**config.mk**
```make
export PLATFORM = sky130hd
export DESIGN_NAME = slice_sequencer
export DESIGN_NICKNAME = d
export VERILOG_FILES = /design/src/rtl/slice_sequencer.sv
export SDC_FILE = /design/constraint.sdc
export NUM_CORES = 1
export LEC_CHECK = 0
export CORE_ASPECT_RATIO = 0.9
export CORE_MARGIN = 1
export CORE_UTILIZATION = 60
export DETAILED_ROUTE_END_ITERATION = 7
export GPL_ROUTABILITY_DRIVEN = 0
export PLACE_DENSITY = 0.89
export SLEW_MARGIN = 15
export SYNTH_ARGS = -nofsm -noshare
export SYNTH_HDL_FRONTEND = slang
export SYNTH_SLANG_ARGS = --single-unit
```
**constraint.sdc**
```tcl
create_clock -name clk -period 13 [get_ports clk]
set_clock_uncertainty 0.05 [all_clocks]
set_input_delay 2.6 -clock clk [delete_from_list [all_inputs] [get_ports clk]]
set_output_delay 2.6 -clock clk [all_outputs]
set_load 0.01 [all_outputs]
```
**src/rtl/slice_sequencer.sv**
```systemverilog
// -----------------------------------------------------------------------------
// slice_sequencer
//
// Sequences one complete slicing job:
//   1. trigger the ultrasonic ranger and measure the total workpiece length,
//   2. compute segment = floor(length / slice_num) with a restoring divider
//      that produces one quotient bit per cycle (DIS_W cycles in DIVIDE),
//   3. repeat trigger / measure / cut until slice_num-1 cuts are made,
//   4. run the return stroke until the ranger reads at least the full length,
//      then pulse finish for one cycle.
// Pause pulses toggle in and out of PAUSE; abort returns to IDLE from any state.
//
// Parameters:
//   DIS_W        distance / length width
//   CNT_W        slice count width
//   TIMEOUT_CYC  cycles to wait for valid before retriggering (timeout build)
//   MAX_RETRY    consecutive timeouts tolerated before ERROR (timeout build)
//
// Ports:
//   clk, rst_n   clock (rising edge) and asynchronous active-low reset
//   start        level, begins a job when sampled in IDLE
//   pause        one-cycle pulse, toggles pause
//   abort        level, forces IDLE from any state and clears ERROR
//   slice_num    number of pieces, latched at start
//   valid        ranger result strobe, qualifies distance
//   distance     ranger result
//   trigger_suc  ranger accepted the trigger
//   cut_end      cut controller done pulse
//   trigger      ranger trigger request
//   move         carriage move enable
//   back         return-stroke direction
//   cut          cut request
//   finish       one-cycle job-complete pulse
//   busy         state != IDLE
//   error        high while in ERROR
//   slice_idx    cuts completed in the current job
//   state_o      current state code (debug)
//
// Optional feature macro: SLICE_SEQ_TIMEOUT_EN
//   When defined, a wait-cycle counter retriggers the ranger after TIMEOUT_CYC
//   cycles without valid and enters ERROR after MAX_RETRY+1 consecutive
//   timeouts. When undefined, the waiting states wait indefinitely.
// -----------------------------------------------------------------------------
module slice_sequencer #(
  parameter int DIS_W       = 17,
  parameter int CNT_W       = 6,
  parameter int TIMEOUT_CYC = 3000000,
  parameter int MAX_RETRY   = 3
) (
  input  logic             clk,
  input  logic             rst_n,
  input  logic             start,
  input  logic             pause,
  input  logic             abort,
  input  logic [CNT_W-1:0] slice_num,
  input  logic             valid,
  input  logic [DIS_W-1:0] distance,
  input  logic             trigger_suc,
  input  logic             cut_end,
  output logic             trigger,
  output logic             move,
  output logic             back,
  output logic             cut,
  output logic             finish,
  output logic             busy,
  output logic             error,
  output logic [CNT_W-1:0] slice_idx,
  output logic [3:0]       state_o
);

  typedef enum logic [3:0] {
    IDLE     = 4'd0,
    INIT_TRI = 4'd1,
    INIT_MEA = 4'd2,
    DIVIDE   = 4'd3,
    TRIGGER  = 4'd4,
    MEASURE  = 4'd5,
    CUT      = 4'd6,
    BACK_TRI = 4'd7,
    BACK     = 4'd8,
    PAUSE    = 4'd9,
    ERROR    = 4'd10
  } state_t;

  localparam int DIV_CW = $clog2(DIS_W + 1);

  // Reject parameter sets that make the timeout path meaningless.
  if (TIMEOUT_CYC < 1 || MAX_RETRY < 0) begin : g_bad_params
    $error("slice_sequencer: TIMEOUT_CYC must be >= 1 and MAX_RETRY >= 0");
  end

  state_t state;
  state_t state_next;
  state_t resume_state;
  state_t resume_next;

  logic [CNT_W-1:0] slice_num_r;
  logic [DIS_W-1:0] job_length;
  logic [DIS_W-1:0] location;
  logic [DIS_W-1:0] segment;
  logic [DIS_W-1:0] loc_minus_seg;

  logic [CNT_W-1:0]  div_rem;
  logic [DIS_W-1:0]  div_quo;
  logic [DIV_CW-1:0] div_cnt;
  logic [CNT_W:0]    div_trial;
  logic              div_ge;
  logic [CNT_W-1:0]  div_rem_next;
  logic [DIS_W-1:0]  div_quo_next;
  logic              div_last;

  logic timeout_hit;
  logic retry_exhausted;

  assign state_o = state;

  // Restoring divider step. The remainder never reaches the divisor, so it
  // fits in CNT_W bits; the dividend shifts out of div_quo MSB-first while
  // the quotient bits shift in from the bottom.
  always_comb begin
    div_trial    = {div_rem, div_quo[DIS_W-1]};
    div_ge       = (div_trial >= {1'b0, slice_num_r});
    div_rem_next = div_ge ? CNT_W'(div_trial - {1'b0, slice_num_r})
                          : div_trial[CNT_W-1:0];
    div_quo_next = {div_quo[DIS_W-2:0], div_ge};
    div_last     = (div_cnt == DIV_CW'(DIS_W - 1));
  end

  // Cut threshold: the next cut point along the workpiece, clamped at zero
  // so a segment larger than the remaining location cannot wrap around.
  always_comb begin
    loc_minus_seg = (location > segment) ? (location - segment) : '0;
  end

  // Next-state logic. Abort beats pause, pause beats the normal transition.
  // Entering PAUSE from a waiting state resumes at the matching trigger state
  // because the ranger result in flight is no longer trustworthy.
  always_comb begin
    state_next  = state;
    resume_next = resume_state;
    if (abort) begin
      state_next = IDLE;
    end else if (pause && (state != IDLE) && (state != DIVIDE) && (state != ERROR)) begin
      if (state == PAUSE) begin
        state_next = resume_state;
      end else begin
        state_next = PAUSE;
        case (state)
          INIT_MEA: resume_next = INIT_TRI;
          MEASURE:  resume_next = TRIGGER;
          BACK:     resume_next = BACK_TRI;
          default:  resume_next = state;
        endcase
      end
    end else begin
      case (state)
        IDLE: begin
          if (start) begin
            state_next = (slice_num == '0) ? ERROR : INIT_TRI;
          end
        end
        INIT_TRI: begin
          if (trigger_suc) begin
            state_next = INIT_MEA;
          end
        end
        INIT_MEA: begin
          if (valid) begin
            state_next = DIVIDE;
          end else if (timeout_hit) begin
            state_next = retry_exhausted ? ERROR : INIT_TRI;
          end
        end
        DIVIDE: begin
          if (div_last) begin
            state_next = (slice_num_r == CNT_W'(1)) ? IDLE : TRIGGER;
          end
        end
        TRIGGER: begin
          if (trigger_suc) begin
            state_next = MEASURE;
          end
        end
        MEASURE: begin
          if (valid) begin
            state_next = (distance <= loc_minus_seg) ? CUT : TRIGGER;
          end else if (timeout_hit) begin
            state_next = retry_exhausted ? ERROR : TRIGGER;
          end
        end
        CUT: begin
          if (cut_end) begin
            state_next = (slice_idx == (slice_num_r - CNT_W'(1))) ? BACK_TRI : TRIGGER;
          end
        end
        BACK_TRI: begin
          if (trigger_suc) begin
            state_next = BACK;
          end
        end
        BACK: begin
          if (valid) begin
            state_next = (distance >= job_length) ? IDLE : BACK_TRI;
          end else if (timeout_hit) begin
            state_next = retry_exhausted ? ERROR : BACK_TRI;
          end
        end
        PAUSE: begin
        end
        ERROR: begin
        end
        default: begin
          state_next = IDLE;
        end
      endcase
    end
  end

  // State and pause-resume registers.
  always_ff @(posedge clk or negedge rst_n) begin
    if (!rst_n) begin
      state        <= IDLE;
      resume_state <= IDLE;
    end else begin
      state        <= state_next;
      resume_state <= resume_next;
    end
  end

  // Job datapath. Updates are keyed on the transition actually taken, so a
  // pause or abort arriving together with valid/cut_end cannot slip through.
  // Abort clears the cut count but deliberately keeps length and segment.
  always_ff @(posedge clk or negedge rst_n) begin
    if (!rst_n) begin
      slice_num_r <= '0;
      slice_idx   <= '0;
      job_length  <= '0;
      location    <= '0;
      segment     <= '0;
      div_rem     <= '0;
      div_quo     <= '0;
      div_cnt     <= '0;
    end else begin
      if (abort) begin
        slice_idx <= '0;
      end else if ((state == IDLE) && (state_next == INIT_TRI)) begin
        slice_num_r <= slice_num;
        slice_idx   <= '0;
      end else if ((state == MEASURE) && (state_next == CUT)) begin
        slice_idx <= slice_idx + CNT_W'(1);
      end

      if ((state == INIT_MEA) && (state_next == DIVIDE)) begin
        job_length <= distance;
        location   <= distance;
        div_quo    <= distance;
        div_rem    <= '0;
        div_cnt    <= '0;
      end else if ((state == DIVIDE) && !abort) begin
        div_quo <= div_quo_next;
        div_rem <= div_rem_next;
        div_cnt <= div_cnt + DIV_CW'(1);
        if (div_last) begin
          segment <= div_quo_next;
        end
      end

      if ((state == CUT) && ((state_next == TRIGGER) || (state_next == BACK_TRI))) begin
        location <= loc_minus_seg;
      end
    end
  end

  // Outputs are decoded from the next state and registered so they line up
  // cycle-for-cycle with state_o. finish fires only on a normal job end.
  always_ff @(posedge clk or negedge rst_n) begin
    if (!rst_n) begin
      trigger <= 1'b0;
      move    <= 1'b0;
      back    <= 1'b0;
      cut     <= 1'b0;
      error   <= 1'b0;
      busy    <= 1'b0;
      finish  <= 1'b0;
    end else begin
      trigger <= (state_next == INIT_TRI) || (state_next == TRIGGER) || (state_next == BACK_TRI);
      move    <= (state_next == MEASURE) || (state_next == BACK);
      back    <= (state_next == BACK);
      cut     <= (state_next == CUT);
      error   <= (state_next == ERROR);
      busy    <= (state_next != IDLE);
      finish  <= !abort && (state_next == IDLE) && ((state == DIVIDE) || (state == BACK));
    end
  end

`ifdef SLICE_SEQ_TIMEOUT_EN
  localparam int TO_W = $clog2(TIMEOUT_CYC + 1);
  localparam int RT_W = $clog2(MAX_RETRY + 2);

  logic [TO_W-1:0] wait_cnt;
  logic [RT_W-1:0] retry_cnt;
  logic            in_wait;

  assign in_wait         = (state == INIT_MEA) || (state == MEASURE) || (state == BACK);
  assign timeout_hit     = in_wait && (wait_cnt == TO_W'(TIMEOUT_CYC - 1));
  assign retry_exhausted = (retry_cnt == RT_W'(MAX_RETRY));

  // Counts cycles spent in one visit to a waiting state; any state change
  // (result, timeout, pause, abort) restarts it.
  always_ff @(posedge clk or negedge rst_n) begin
    if (!rst_n) begin
      wait_cnt <= '0;
    end else if (!in_wait || (state_next != state)) begin
      wait_cnt <= '0;
    end else begin
      wait_cnt <= wait_cnt + TO_W'(1);
    end
  end

  // Consecutive-timeout count. Any accepted ranger result resets it; the
  // count saturates once exhausted because the FSM is then heading to ERROR.
  always_ff @(posedge clk or negedge rst_n) begin
    if (!rst_n) begin
      retry_cnt <= '0;
    end else if (abort || (state == IDLE)) begin
      retry_cnt <= '0;
    end else if (in_wait && !pause && valid) begin
      retry_cnt <= '0;
    end else if (in_wait && !pause && timeout_hit && !retry_exhausted) begin
      retry_cnt <= retry_cnt + RT_W'(1);
    end
  end
`else
  assign timeout_hit     = 1'b0;
  assign retry_exhausted = 1'b0;
`endif

endmodule

```
==> run metrics <==
switching power total=0.739 mW; max-cap viol count=0; n_diodes=0; CP max-delay cell=and2_2; dpl hpwl=12200 microns; register area=around 0.0027 sq mm; Residual DRC=0; commonest non-fill, non-tap cell in the layout=dfrtp_1; # fillers=approximately 900; initial antenna violation count=0; Final Cycle Share=47.1%; post-synth cell types=66; worst-path maximum fanout=between 60 and 70; Max clock buf depth=2; Iter 0 DRT Violations=approximately 410; WL per Instance=about 17 microns; clock tree from TritonCTS=built; setup TNS=0 ns; CP Cell Sequence=clkdlybuf4s50_1 -> ha_1 -> a211oi_1 -> o21ai_0 -> a21o_1 -> a211oi_1 -> o31a_1 -> and2_2 -> mux2i_1 -> mux2_2; total grt overflow=0; Post-synth top flop=dfrtp_1; CTS root buf=clkbuf_16; Clk pin slew, worst setup/hold paths=0.07 ns; register area share after synthesis=~38%; Seq cells post-synth=approximately 110; Synth Instances=approximately 760; post-route cell area=between 0.007 and 0.008 sq mm; via count=5962; critical path arrival=between 6 and 7 ns; Routed Antenna Nets=0; Routed WL=roughly 17000 microns; Max VDD drop=0.126 mV; pwr/cell area=around 220 mW/mm^2; I/O Buffers=47; gr usage total=between 20% and 30%; hold slack=between 0.4 and 0.5 ns; P&R area growth vs syn=12.2%; Setup crit start kind=input port; asr flop ratio synth=100%; row cnt=37; pins over their slew limit=0; hold_sp=job_length[0]$_DFFE_PN0P_; CTS buffer count=9; cell area after placement=around 0.0076 sq mm; total power=between 1.5 and 2 mW; R2R Path Start=location[2]$_DFFE_PN0P_; most frequent cells in the layout=106 x dfrtp_1, 80 x nand2_1, 77 x o21ai_0, 62 x ha_1, 59 x inv_1; combinational fraction of design power=51.9%; Slew HR=a little over a quarter; Crit path buffers/inverters=1; Place WS=6.32 ns; RSZ-0062 raised after global routing=no; FMAX=~160 MHz; endpoints failing setup=0; min cycle time layout=around 6.1 ns; critical path class=in -> reg; layout cell share with drive strength beyond 1=4.62%; clock sinks=~110; Post-Syn Nets=roughly 860; routed vias/inst=6.23; Slew @ Worst Pin=roughly 1.1 ns; # hold bufs at CTS=0; largest net degree at the start of global routing=62; htree depth=3; Max stage delay on crit path=slightly below 0.9 ns; critical path capture point type=flop; Seq pwr share=between 30% and 40%; initial core utilization=around three fifths; Post-synth EDFFs=0; global-route wire length before repair=around 28000 microns; die width=around 120 microns; switching share of power=43.5%; Yosys Warn Count=0; Internal=0.961 mW; Critical Path RT=13.20 ns; Final Hold Violating Endpoints=0; PostCTS Resize Cnt=0; setup repair bufs after CTS=0; die area=around 0.012 sq mm; chip height=about 100 microns; Crit path max-delay family=compound AO/OA/AOI/OAI gates; Top-Level Pins=48; outcome=completed; clock insertion delay at the later pin of the skew report=0.36 ns; area of the multi-input gates=between 0.004 and 0.005 sq mm; cell repeated most along the worst path=a211oi_1; core area=0.0114 sq mm; clock share of power=15.4%; vias in the first global route=about 5800; Critical Path Source=distance[10]; worst hold path class=reg -> reg; Avg Cell Area, Syn=9.18 sq um; Final WS setup=6.88 ns; Leak Pwr=roughly 3.6 nW; Pre-antenna DRT Iters=5; fin nets=between 800 and 900; Cell Area, Synth=roughly 0.007 sq mm
[Yosys cell counts, drive strengths merged, types with 15 or more instances]
| library cell | count | area share [%] |
|---|---|---|
| nor2 | 41 | 2.2 |
| mux2i | 55 | 7.9 |
| nor3 | 16 | 1.1 |
| inv | 59 | 3.2 |
| nand2 | 80 | 4.3 |
| o21ai | 79 | 5.9 |
| dfrtp | 106 | 38 |
| ha | 62 | 11 |
| clkbuf | 17 | 0.91 |
| a211oi | 15 | 1.6 |
| a21oi | 39 | 2.8 |
[power groups by stage]
stage,sequential [mW],combinational (mW),clock (mW)
floorplan,0.511,0.679,0
global placement,0.548,0.811,0
detailed placement,0.559,0.861,0
CTS,0.554,0.872,0.265
global route,0.571,0.980,0.277
finish,0.556,0.882,0.262
[layer usage]
layer | wire length, microns | up-vias | share of wire [%] | global-route usage [%]
met5 | 0 | - | 0 | 0
li1 | - | 2833 | - | -
met1 | 7300 | 2937 | 44 | 36.6
met3 | 845 | 13 | 5.1 | 5.74
met2 | 8390 | 179 | 50 | 49.8
met4 | 139 | 0 | 0.83 | 7.88
[kinds of logic (layout without fill, tap and decap cells)]
logic type,Yosys count,count (layout),synth area share [%]
XOR/XNOR,24,24,3.00
buffers and inverters,89,126,5.03
AO/OA/AOI/OAI,195,195,17.3
multiplexers,63,63,9.14
AND/OR/NAND/NOR,223,223,16.0
flip-flops,106,106,37.8
adder cells (fa/ha/maj),64,64,11.6
[path summary, 6_finish.rpt]
kind	end	slack [ns]	cells past startpoint
max	location[0]$_DFFE_PN0P_	6.88	10
min	job_length[0]$_DFFE_PN0P_	0.47	2
max reg2reg	location[0]$_DFFE_PN0P_	7.26	17
min reg2reg	job_length[0]$_DFFE_PN0P_	0.47	2
max in group asynchronous	job_length[10]$_DFFE_PN0P_	9.51	2
min in group asynchronous	move$_DFF_PN0_	2.19	1
[worst register-to-register path, cell delays in order, from the launching register on]
cell and delay (ns):
dfrtp_1 0.39, ha_1 0.40, o21a_1 0.14, o31a_1 0.18, o22ai_1 0.16, o31ai_1 0.37, o211ai_1 0.15, a21boi_1 0.48
nand4b_1 0.24, ha_1 0.35, a21oi_1 0.14, o21ai_0 0.15, a2111oi_0 0.49, a211oi_1 0.16, o221a_2 0.27, o21a_1 0.37
o21ai_4 0.72, mux2_2 0.41
[area by class of cell]
| class | instances | share of cell area, % |
|---|---|---|
| Multi-Input combinational cell | 569 | 51.1 |
| Tap cell | 156 | 2.48 |
| Inverter | 59 | 2.81 |
| Clock buffer | 10 | 3.04 |
| Clock inverter | 6 | 0.509 |
| Sequential cell | 106 | 33.7 |
| Timing Repair Buffer | 51 | 6.33 |
[stage by stage]
step,instances,util (%)
after floorplan,764,-
after global placement,941,66.6
after detailed placement,941,66.6
after CTS,957,69.0
after global routing,957,69.1
final,957,69.1
[registers in the layout (all words and copies together), names as in the netlist]
name / count
resume_state: 4
busy: 1
div_cnt: 5
cut: 1
segment: 17
slice_idx: 6
div_quo: 17
job_length: 17
move: 1
back: 1
error: 1
div_rem: 6
trigger: 1
state_o: 4
slice_num_r: 6
finish: 1
location: 17
Note: power is estimated with default switching activity, not from simulation.
